<file path="src/rtl/accel_run_sequencer.sv">
// -----------------------------------------------------------------------------
// accel_run_sequencer
//
// Host-side sequencer for the TABLA accelerator memory/start/eoc interface.
// For each iteration of a job it streams pre-compiled {ctrl, data} beats from a
// valid/ready source onto the accelerator memory port. It then inserts one
// all-zero beat and pulses start. It waits for eol and pulses eoc. The
// iteration repeats until the programmed count is reached, then done pulses.
//
// Optional feature (macro ACCEL_SEQ_TIMEOUT_EN):
//   A RUN-state watchdog. After timeoutCycles cycles in RUN without eol it
//   sets the sticky err_timeout flag and ends the job via EOC -> DONE.
//   Without the macro RUN waits indefinitely and err_timeout stays 0.
//
// Ports
//   clk, reset       clock, synchronous active-high reset
//   cfg_go           1-cycle pulse in IDLE: latch cfg_num_beats/cfg_num_iters
//   cfg_num_beats    load beats per iteration (0 = skip LOAD)
//   cfg_num_iters    iterations per job (0 = finish immediately)
//   abort            terminate the current job
//   s_valid/s_ready  source beat handshake
//   s_ctrl/s_data    source beat payload
//   mem_ctrl_in      accelerator memory control word (registered)
//   mem_data_input   accelerator memory data word (registered)
//   mem_rd_wrt       held 0, write only
//   start, eoc       1-cycle pulses to the accelerator
//   eol              iteration complete, from the accelerator
//   busy, done       job status; done is a 1-cycle pulse at job end
//   iter_count       iterations completed in the current job
//   err_timeout      sticky watchdog flag
//
// Handshake: a beat transfers on a rising clk edge where s_valid && s_ready.
// s_ready is high only in LOAD and never while abort or reset is high, so an
// abort always wins over a simultaneous beat. The source must hold
// s_ctrl/s_data stable while s_valid is high and no transfer has happened.
// -----------------------------------------------------------------------------
module accel_run_sequencer #(
  parameter int logNumPu         = 3,
  parameter int logNumPe         = 3,
  parameter int memDataLen       = 16,
  parameter int logMemNamespaces = 2,
  parameter int logNumMemLanes   = 4,
  parameter int timeoutCycles    = 4096,
  localparam int numMemLanes      = 1 << logNumMemLanes,
  localparam int logNumPeMemLanes = logNumPu + logNumPe - logNumMemLanes,
  localparam int memCtrlIn        = logMemNamespaces + (logNumPeMemLanes + 1) * numMemLanes,
  localparam int memDataW         = memDataLen * numMemLanes
) (
  input  logic                 clk,
  input  logic                 reset,
  input  logic                 cfg_go,
  input  logic [15:0]          cfg_num_beats,
  input  logic [15:0]          cfg_num_iters,
  input  logic                 abort,
  input  logic                 s_valid,
  output logic                 s_ready,
  input  logic [memCtrlIn-1:0] s_ctrl,
  input  logic [memDataW-1:0]  s_data,
  output logic [memCtrlIn-1:0] mem_ctrl_in,
  output logic [memDataW-1:0]  mem_data_input,
  output logic                 mem_rd_wrt,
  output logic                 start,
  output logic                 eoc,
  input  logic                 eol,
  output logic                 busy,
  output logic                 done,
  output logic [15:0]          iter_count,
  output logic                 err_timeout
);

`ifdef ACCEL_SEQ_TIMEOUT_EN
  localparam bit TmoEn = 1'b1;
`else
  localparam bit TmoEn = 1'b0;
`endif
  localparam int TmoW = (timeoutCycles > 1) ? $clog2(timeoutCycles) : 1;
  localparam logic [TmoW-1:0] TmoLast = TmoW'(timeoutCycles - 1);

  typedef enum logic [2:0] {
    S_IDLE, S_LOAD, S_FLUSH, S_START, S_RUN, S_EOC, S_DONE
  } state_t;

  state_t                 state_q;
  logic [15:0]            num_beats_q;
  logic [15:0]            num_iters_q;
  logic [15:0]            beat_cnt_q;
  logic [15:0]            iter_q;
  logic [TmoW-1:0]        tmo_cnt_q;
  logic                   stop_q;     // end the job after the current EOC
  logic                   err_q;
  logic                   busy_q;
  logic                   start_q;
  logic                   eoc_q;
  logic                   done_q;
  logic [memCtrlIn-1:0]   mem_ctrl_q;
  logic [memDataW-1:0]    mem_data_q;

  assign s_ready        = (state_q == S_LOAD) && !abort && !reset;
  assign mem_ctrl_in    = mem_ctrl_q;
  assign mem_data_input = mem_data_q;
  assign mem_rd_wrt     = 1'b0;
  assign start          = start_q;
  assign eoc            = eoc_q;
  assign busy           = busy_q;
  assign done           = done_q;
  assign iter_count     = iter_q;
  assign err_timeout    = err_q;

  always_ff @(posedge clk) begin
    if (reset) begin
      state_q     <= S_IDLE;
      num_beats_q <= '0;
      num_iters_q <= '0;
      beat_cnt_q  <= '0;
      iter_q      <= '0;
      tmo_cnt_q   <= '0;
      stop_q      <= 1'b0;
      err_q       <= 1'b0;
      busy_q      <= 1'b0;
      start_q     <= 1'b0;
      eoc_q       <= 1'b0;
      done_q      <= 1'b0;
      mem_ctrl_q  <= '0;
      mem_data_q  <= '0;
    end else begin
      // Pulses and the memory port default to 0; a non-zero word only
      // appears in the cycle right after an accepted beat.
      start_q    <= 1'b0;
      eoc_q      <= 1'b0;
      done_q     <= 1'b0;
      mem_ctrl_q <= '0;
      mem_data_q <= '0;
      case (state_q)
        S_IDLE: begin
          busy_q <= 1'b0;
          if (cfg_go) begin
            num_beats_q <= cfg_num_beats;
            num_iters_q <= cfg_num_iters;
            beat_cnt_q  <= '0;
            iter_q      <= '0;
            stop_q      <= 1'b0;
            err_q       <= 1'b0;
            busy_q      <= 1'b1;
            if (cfg_num_iters == 16'd0)      state_q <= S_DONE;
            else if (cfg_num_beats == 16'd0) state_q <= S_FLUSH;
            else                             state_q <= S_LOAD;
          end
        end
        S_LOAD: begin
          if (abort) begin
            state_q <= S_DONE;
          end else if (s_valid) begin
            mem_ctrl_q <= s_ctrl;
            mem_data_q <= s_data;
            // 17-bit compare so a count of 65535 beats terminates cleanly.
            if (({1'b0, beat_cnt_q} + 17'd1) == {1'b0, num_beats_q}) begin
              beat_cnt_q <= '0;
              state_q    <= S_FLUSH;
            end else begin
              beat_cnt_q <= beat_cnt_q + 16'd1;
            end
          end
        end
        S_FLUSH: begin
          if (abort) begin
            state_q <= S_DONE;
          end else begin
            start_q <= 1'b1;
            state_q <= S_START;
          end
        end
        S_START: begin
          tmo_cnt_q <= '0;
          state_q   <= abort ? S_DONE : S_RUN;
        end
        S_RUN: begin
          if (abort || eol) begin
            stop_q  <= abort;
            eoc_q   <= 1'b1;
            iter_q  <= iter_q + 16'd1;
            state_q <= S_EOC;
          end else if (TmoEn && (tmo_cnt_q == TmoLast)) begin
            err_q   <= 1'b1;
            stop_q  <= 1'b1;
            eoc_q   <= 1'b1;
            iter_q  <= iter_q + 16'd1;
            state_q <= S_EOC;
          end else if (TmoEn) begin
            tmo_cnt_q <= tmo_cnt_q + 1'b1;
          end
        end
        S_EOC: begin
          // iter_q already holds the incremented count here.
          if (stop_q || abort || (iter_q >= num_iters_q)) state_q <= S_DONE;
          else if (num_beats_q == 16'd0)                  state_q <= S_FLUSH;
          else                                            state_q <= S_LOAD;
        end
        S_DONE: begin
          done_q  <= 1'b1;
          state_q <= S_IDLE;
        end
        default: state_q <= S_IDLE;
      endcase
    end
  end

endmodule

</file>
<file path="config.mk">
export PLATFORM = sky130hd
export DESIGN_NAME = accel_run_sequencer
export DESIGN_NICKNAME = d
export VERILOG_FILES = /design/src/rtl/accel_run_sequencer.sv
export SDC_FILE = /design/constraint.sdc
export NUM_CORES = 1
export LEC_CHECK = 0
export BUFFER_PORTS_ARGS = -buffer_cell sky130_fd_sc_hd__buf_2
export CELL_PAD_IN_SITES_DETAIL_PLACEMENT = 1
export CELL_PAD_IN_SITES_GLOBAL_PLACEMENT = 2
export CORE_AREA = 2 2 261 263
export DETAILED_ROUTE_END_ITERATION = 8
export DIE_AREA = 0 0 263 265
export PLACE_DENSITY = 0.73
export SLEW_MARGIN = 20
export SYNTH_ARGS = -nofsm -noshare
export SYNTH_HDL_FRONTEND = slang
export SYNTH_SLANG_ARGS = --single-unit
</file>
<file path="constraint.sdc">
create_clock -name clk -period 3.8 [get_ports clk]
set_input_delay 0.76 -clock clk [delete_from_list [all_inputs] [get_ports clk]]
set_output_delay 0.76 -clock clk [all_outputs]
set_load 0.01 [all_outputs]
</file>
# After elaboration in Yosys (flattened, before gate mapping)
# Cells that the tools add are included.
dict set report totals {
  regBits 378
  latch_bits 0
  ramBits 0
  rom_bits 0
  elab_cells 79
  memories 0
}
dict set report op_classes {
  n_addsub 3
  n_mul 0
  div_mod_pow 0
  n_lt_le_gt_ge 1
  eq_ne 13
  shifts 0
  muxes 26
  bitwise_logic 4
  reduce_logical 20
}
# op n
set ops {}
lappend ops {{$mux W16} 5}
lappend ops {{$pmux W16 S2} 2}
lappend ops {{$logic_not A16 Y1} 3}
lappend ops {{$add A16 B1 Y16 const B} 2}
lappend ops {{$mux W3} 8}
lappend ops {{$pmux W3 S6} 1}
lappend ops {{$add A16 B1 Y17 const B} 1}
lappend ops {{$eq A17 B16 Y1} 1}
lappend ops {{$ge A16 B16 Y1} 1}
lappend ops {{$eq A3 B3 Y1 const B} 3}
lappend ops {{$ne A2 B2 Y1 const B} 4}
lappend ops {{$reduce_and A4 Y1} 2}
lappend ops {{$eq A3 B2 Y1 const B} 2}
lappend ops {{$mux W1} 6}
lappend ops {{$mux W2} 3}
lappend ops {{$not A1 Y1} 4}
lappend ops {{$reduce_bool A2 Y1} 2}
lappend ops {{$reduce_or A2 Y1} 2}
lappend ops {{$reduce_or A4 Y1} 1}
lappend ops {{$eq A3 B1 Y1 const B} 1}
lappend ops {{$logic_not A3 Y1} 1}
lappend ops {{$logic_or A1 B1 Y1} 3}
lappend ops {{$ne A3 B2 Y1 const B} 1}
lappend ops {{$ne A3 B3 Y1 const B} 1}
lappend ops {{5 further kinds} 7}

# Depth between registers and ports, before layout
dict set report depth {
  ltp_word 6
  ltp_mapped 11
  depth_no_buf 9
}

# Worst setup path before layout
# Ideal clock, no wire load.
dict set report synth_timing {
  path_kind {register to register}
  start {register beat_cnt_q[0]}
  end {register beat_cnt_q[7]}
  setup_ps 126
  arrival_time_ps 2513
  path_slack_ps 1161
  stages_incl_launch_ff 11
  n_path_buf 2
  synth_period_minus_slack_ps 2639
  cell_sequence {dfxtp_1 > ha_1 > clkbuf_2 > nand3_2 > o311a_1 > nor4_1 > nand4_1 > or4_1 > buf_6 > o2111ai_2 > o41ai_1}
}
dict set report synth_via {
  elab_chain_len 6
}
# item line_no
set synth_lines {}
lappend synth_lines {{start, declared} 86} ;# logic [15:0] beat_cnt_q;
lappend synth_lines {{start signal, assigned} 160} ;# beat_cnt_q <= beat_cnt_q + 16'd1;
lappend synth_lines {{$add A16 B1 Y17} 156} ;# if (({1'b0, beat_cnt_q} + 17'd1) == {1'b0, num_beats_q}) begin
lappend synth_lines {{$eq A17 B16 Y1} 156}
lappend synth_lines {{$mux W16 (*)} 156}
lappend synth_lines {{$mux W16 (*)} 152} ;# end else if (s_valid) begin
lappend synth_lines {{$mux W16 (*)} 150} ;# if (abort) begin
lappend synth_lines {{$pmux W16 S2 (*)} 133} ;# case (state_q)
# Mark *: on every way between the ends. The rest lies on a longest branch, timed or not. The select of a mux whose other input is x is not followed.
# A chain may end at the register's enable or synchronous reset.

# Worst setup path in the final report
# Ends and elaborated chain as after synthesis.

==> results.cfg <==
[run_status]
status = completed

[detailed_routing]
firstDrtPassIters = 4
drtIter0Drc = 491
vias = 10907
wl_per_cell_um = 20.7
vias_per_cell = 3.96
routed_wl_um = 57000
ant_nets = 0
post-route-drc-count = 0

[floorplan]
die_h_um = 265
start_util_pct = 18.5
dieArea_sq_mm = 0.0697
rows = 95
core_area_sq_mm = 0.0668
die-width_um = 263
pin_count = 673

[placement]
place_congestion = 0.897
io_buffers = 670
hpwlAfterDp_um = 46400
pre_cts_ws_ns = 0.551

[timing]
period_share_pct = 86.0
rsz0062_at_grt = false
clock.fmax_ghz = 0.306
skew_ns = 0.0214
hold_viol = 0
period_needed_ns = 3.27
fin_ws_ns = 0.533
setup_viol_count_final = 0
drv_slew = 0
worst_pin_slew_ns = 0.976
setup_tns_ns = 0
slew_headroom_pct = 35.0
fin_hold_ws_ns = 0.374

[power]
leakage_nw = 8.91
power_mw = 10.5
switching_share_pct = 26.9
power_frac_comb_pct = 13.3
p_int_mw = 7.65
power.share.clock_pct = 44.9
vdd.ir_drop.worst_mv = 0.293
p_seq_share_pct = 41.8
switchingPower_mw = 2.81
power_density_mw_per_mm2 = 574

[critical_path]
r2r_start = beat_cnt_q[0]
reg2regPathDepth = 8
path_buf_inv = 0
cpPeakStageDelay_ns = 0.76
rrSetupSlack_ns = 0.53
worst-setup-path-type = register to register
end_kind = register
crit_chain = ha_1 > nand3_2 > o311a_1 > nor4_1 > nand4_1 > or4_1 > o2111ai_2 > o41ai_1
critical_path.top_delay_family = simple AND/OR/NAND/NOR gates
r2r-end = beat_cnt_q[7]
start_kind = register
path_max_fanout = 9
critical_path_arrival_ns = 3.70
slowest_stage = or4_1
crit_required_ns = 4.23

[global_routing]
gr-total-overflow = 0
grt_pass1_wl_um = 80600
grtUsageTotal_pct = 15.7
grt_pass1_vias = 11735
grt_max_degree = 206
antenna_found_initial = 35

[cts]
cts_made_buffers = 46
cts.clk_slew.worst_paths_ns = 0.06
clk_latency_ns = 0.58
cts_hold_buf = 0
clock-sinks = 378
clk_path_buf_depth = 3
cts_resized = 0
cts_root_buffer = clkbuf_16
htreeDepth = 2
cts_setup_buffers = 0
cts_tree = yes

[hold_path]
hold_depth = 2
min_from = s_data[197]
hold_end = mem_data_input[197]
holdCritPathClass = input port to register

[yosys]
synth_xor_area_share_pct = 2.62
netlist_area_sq_mm = 0.0123
synth_enable_flop_cells = 0
synth-async-reset-ratio_pct = 0
synthCells = 1180
avgSynthCellArea_sq_um = 10.5
ys_seq_area_share_pct = 61.3
ys_ff_latch = 378
synthFlopType = dfxtp_1
synth_mux_area_share_pct = 0
synth_top_family_by_area = simple AND/OR/NAND/NOR gates
synth_warnings = 0
synth-simple-area-share_pct = 25.3
ys_types = 61
synthAdderAreaFrac_pct = 1.83
synth_compound_area_share_pct = 5.72

[job]
drv_cap = 0

[final_layout]
fill_cells = 7880
final-seq-area_sq_mm = 0.00757
area_growth_syn_to_layout_pct = 47.8
fin_util_pct = 27.3
layout-drive-gt1-share_pct = 40.8
multi_input_area_sq_mm = 0.00439
final_nets = 2206
[sequential cells by signal, summed over array words and instances, names as in the netlist, 3 cells and up]
| signal | flops |
|---|---|
| mem_data_input | 256 |
| mem_ctrl_in | 50 |
| beat_cnt_q | 16 |
| iter_count | 16 |
| num_beats_q | 16 |
| num_iters_q | 16 |
| state_q | 3 |
[cell usage after synthesis, drive strengths merged, types with 4 or more instances]
cell type / number / area [sq um]
nor3: 11 / 55.1
clkbuf: 55 / 209
a21oi: 45 / 225
dfxtp: 378 / 7570
buf: 13 / 85.1
nand4: 17 / 143
o21ai: 18 / 90.1
and2: 309 / 1930
xor2: 19 / 166
o31ai: 6 / 45.0
xnor2: 17 / 156
or4: 5 / 45.0
nand2b: 5 / 31.3
and4: 5 / 43.8
ha: 18 / 225
or3: 5 / 31.3
and3: 7 / 43.8
nand3: 16 / 85.1
o21a: 4 / 30.0
nor4: 21 / 131
inv: 27 / 101
nor2: 37 / 139
nand2: 94 / 353
a21o: 4 / 30.0
o21bai: 4 / 41.3
[cell usage in the layout (no fill, tap or decap), drive strengths merged, types with 9 or more instances in the layout]
cell type	n
nand3	16
a21oi	45
clkinv	9
dfxtp	378
nor3	11
nand2	94
clkbuf	64
buf	683
nor4	21
ha	18
o21ai	18
nand4	17
xnor2	17
and2	309
xor2	19
inv	28
nor2	37
[power by group through the flow]
stage / registers (mW) / clock network [mW] / logic [mW]
after global placement: 4.46 / 0 / 1.38
after CTS: 4.38 / 4.86 / 1.42
after floorplan: 4.47 / 0 / 0.730
after global routing: 4.41 / 5.03 / 1.56
after detailed placement: 4.47 / 0 / 1.41
final: 4.38 / 4.70 / 1.39
[how the worst max path moves through the flow]
stage                              from              to  slack (ns)  depth (start not counted)
after floorplan           beat_cnt_q[0]   beat_cnt_q[7]        1.16                         10
after global routing      beat_cnt_q[0]   beat_cnt_q[7]        0.30                          8
after global placement    beat_cnt_q[0]  beat_cnt_q[14]        0.70                          8
final                     beat_cnt_q[0]   beat_cnt_q[7]        0.53                          8
after detailed placement  beat_cnt_q[0]   beat_cnt_q[7]        0.55                          8
after CTS                 beat_cnt_q[0]   beat_cnt_q[7]        0.54                          8
[stage by stage]
step	instance area, sq um	std cells
2_1_floorplan	12300	1181
3_3_place_gp	16600	2669
3_5_place_dp	16600	2669
4_1_cts	18200	2751
5_1_grt	18200	2753
6_report	18200	2756
[kinds of logic (layout without fill, tap and decap cells)]
group,count (synthesis),count (layout)
other,1,7
AO/OA/AOI/OAI,109,109
adder cells (fa/ha/maj),18,18
XOR/XNOR,36,36
flip-flops,378,378
buffers and inverters,95,792
AND/OR/NAND/NOR,543,543
[per-layer routing]
layer  global-route usage, %  share of wire, %  vias to the layer above
met5                       0             0.019                        -
met2                    28.9                52                      432
li1                        -                 -                     5160
met3                    4.97               7.4                      131
met4                    5.13               3.2                        2
met1                    17.1                38                     5182
[layout make-up]
class | count | share of cell area [%]
flip-flops and latches | 378 | 41.5
multi-input cells | 708 | 24.0
repair buffers | 683 | 19.0
clock buffers | 64 | 7.12
well taps | 873 | 5.99
clock inverters | 18 | 1.77
inverters | 27 | 0.556
diodes | 5 | 0.0686
Note: power is estimated with default switching activity, not from simulation.
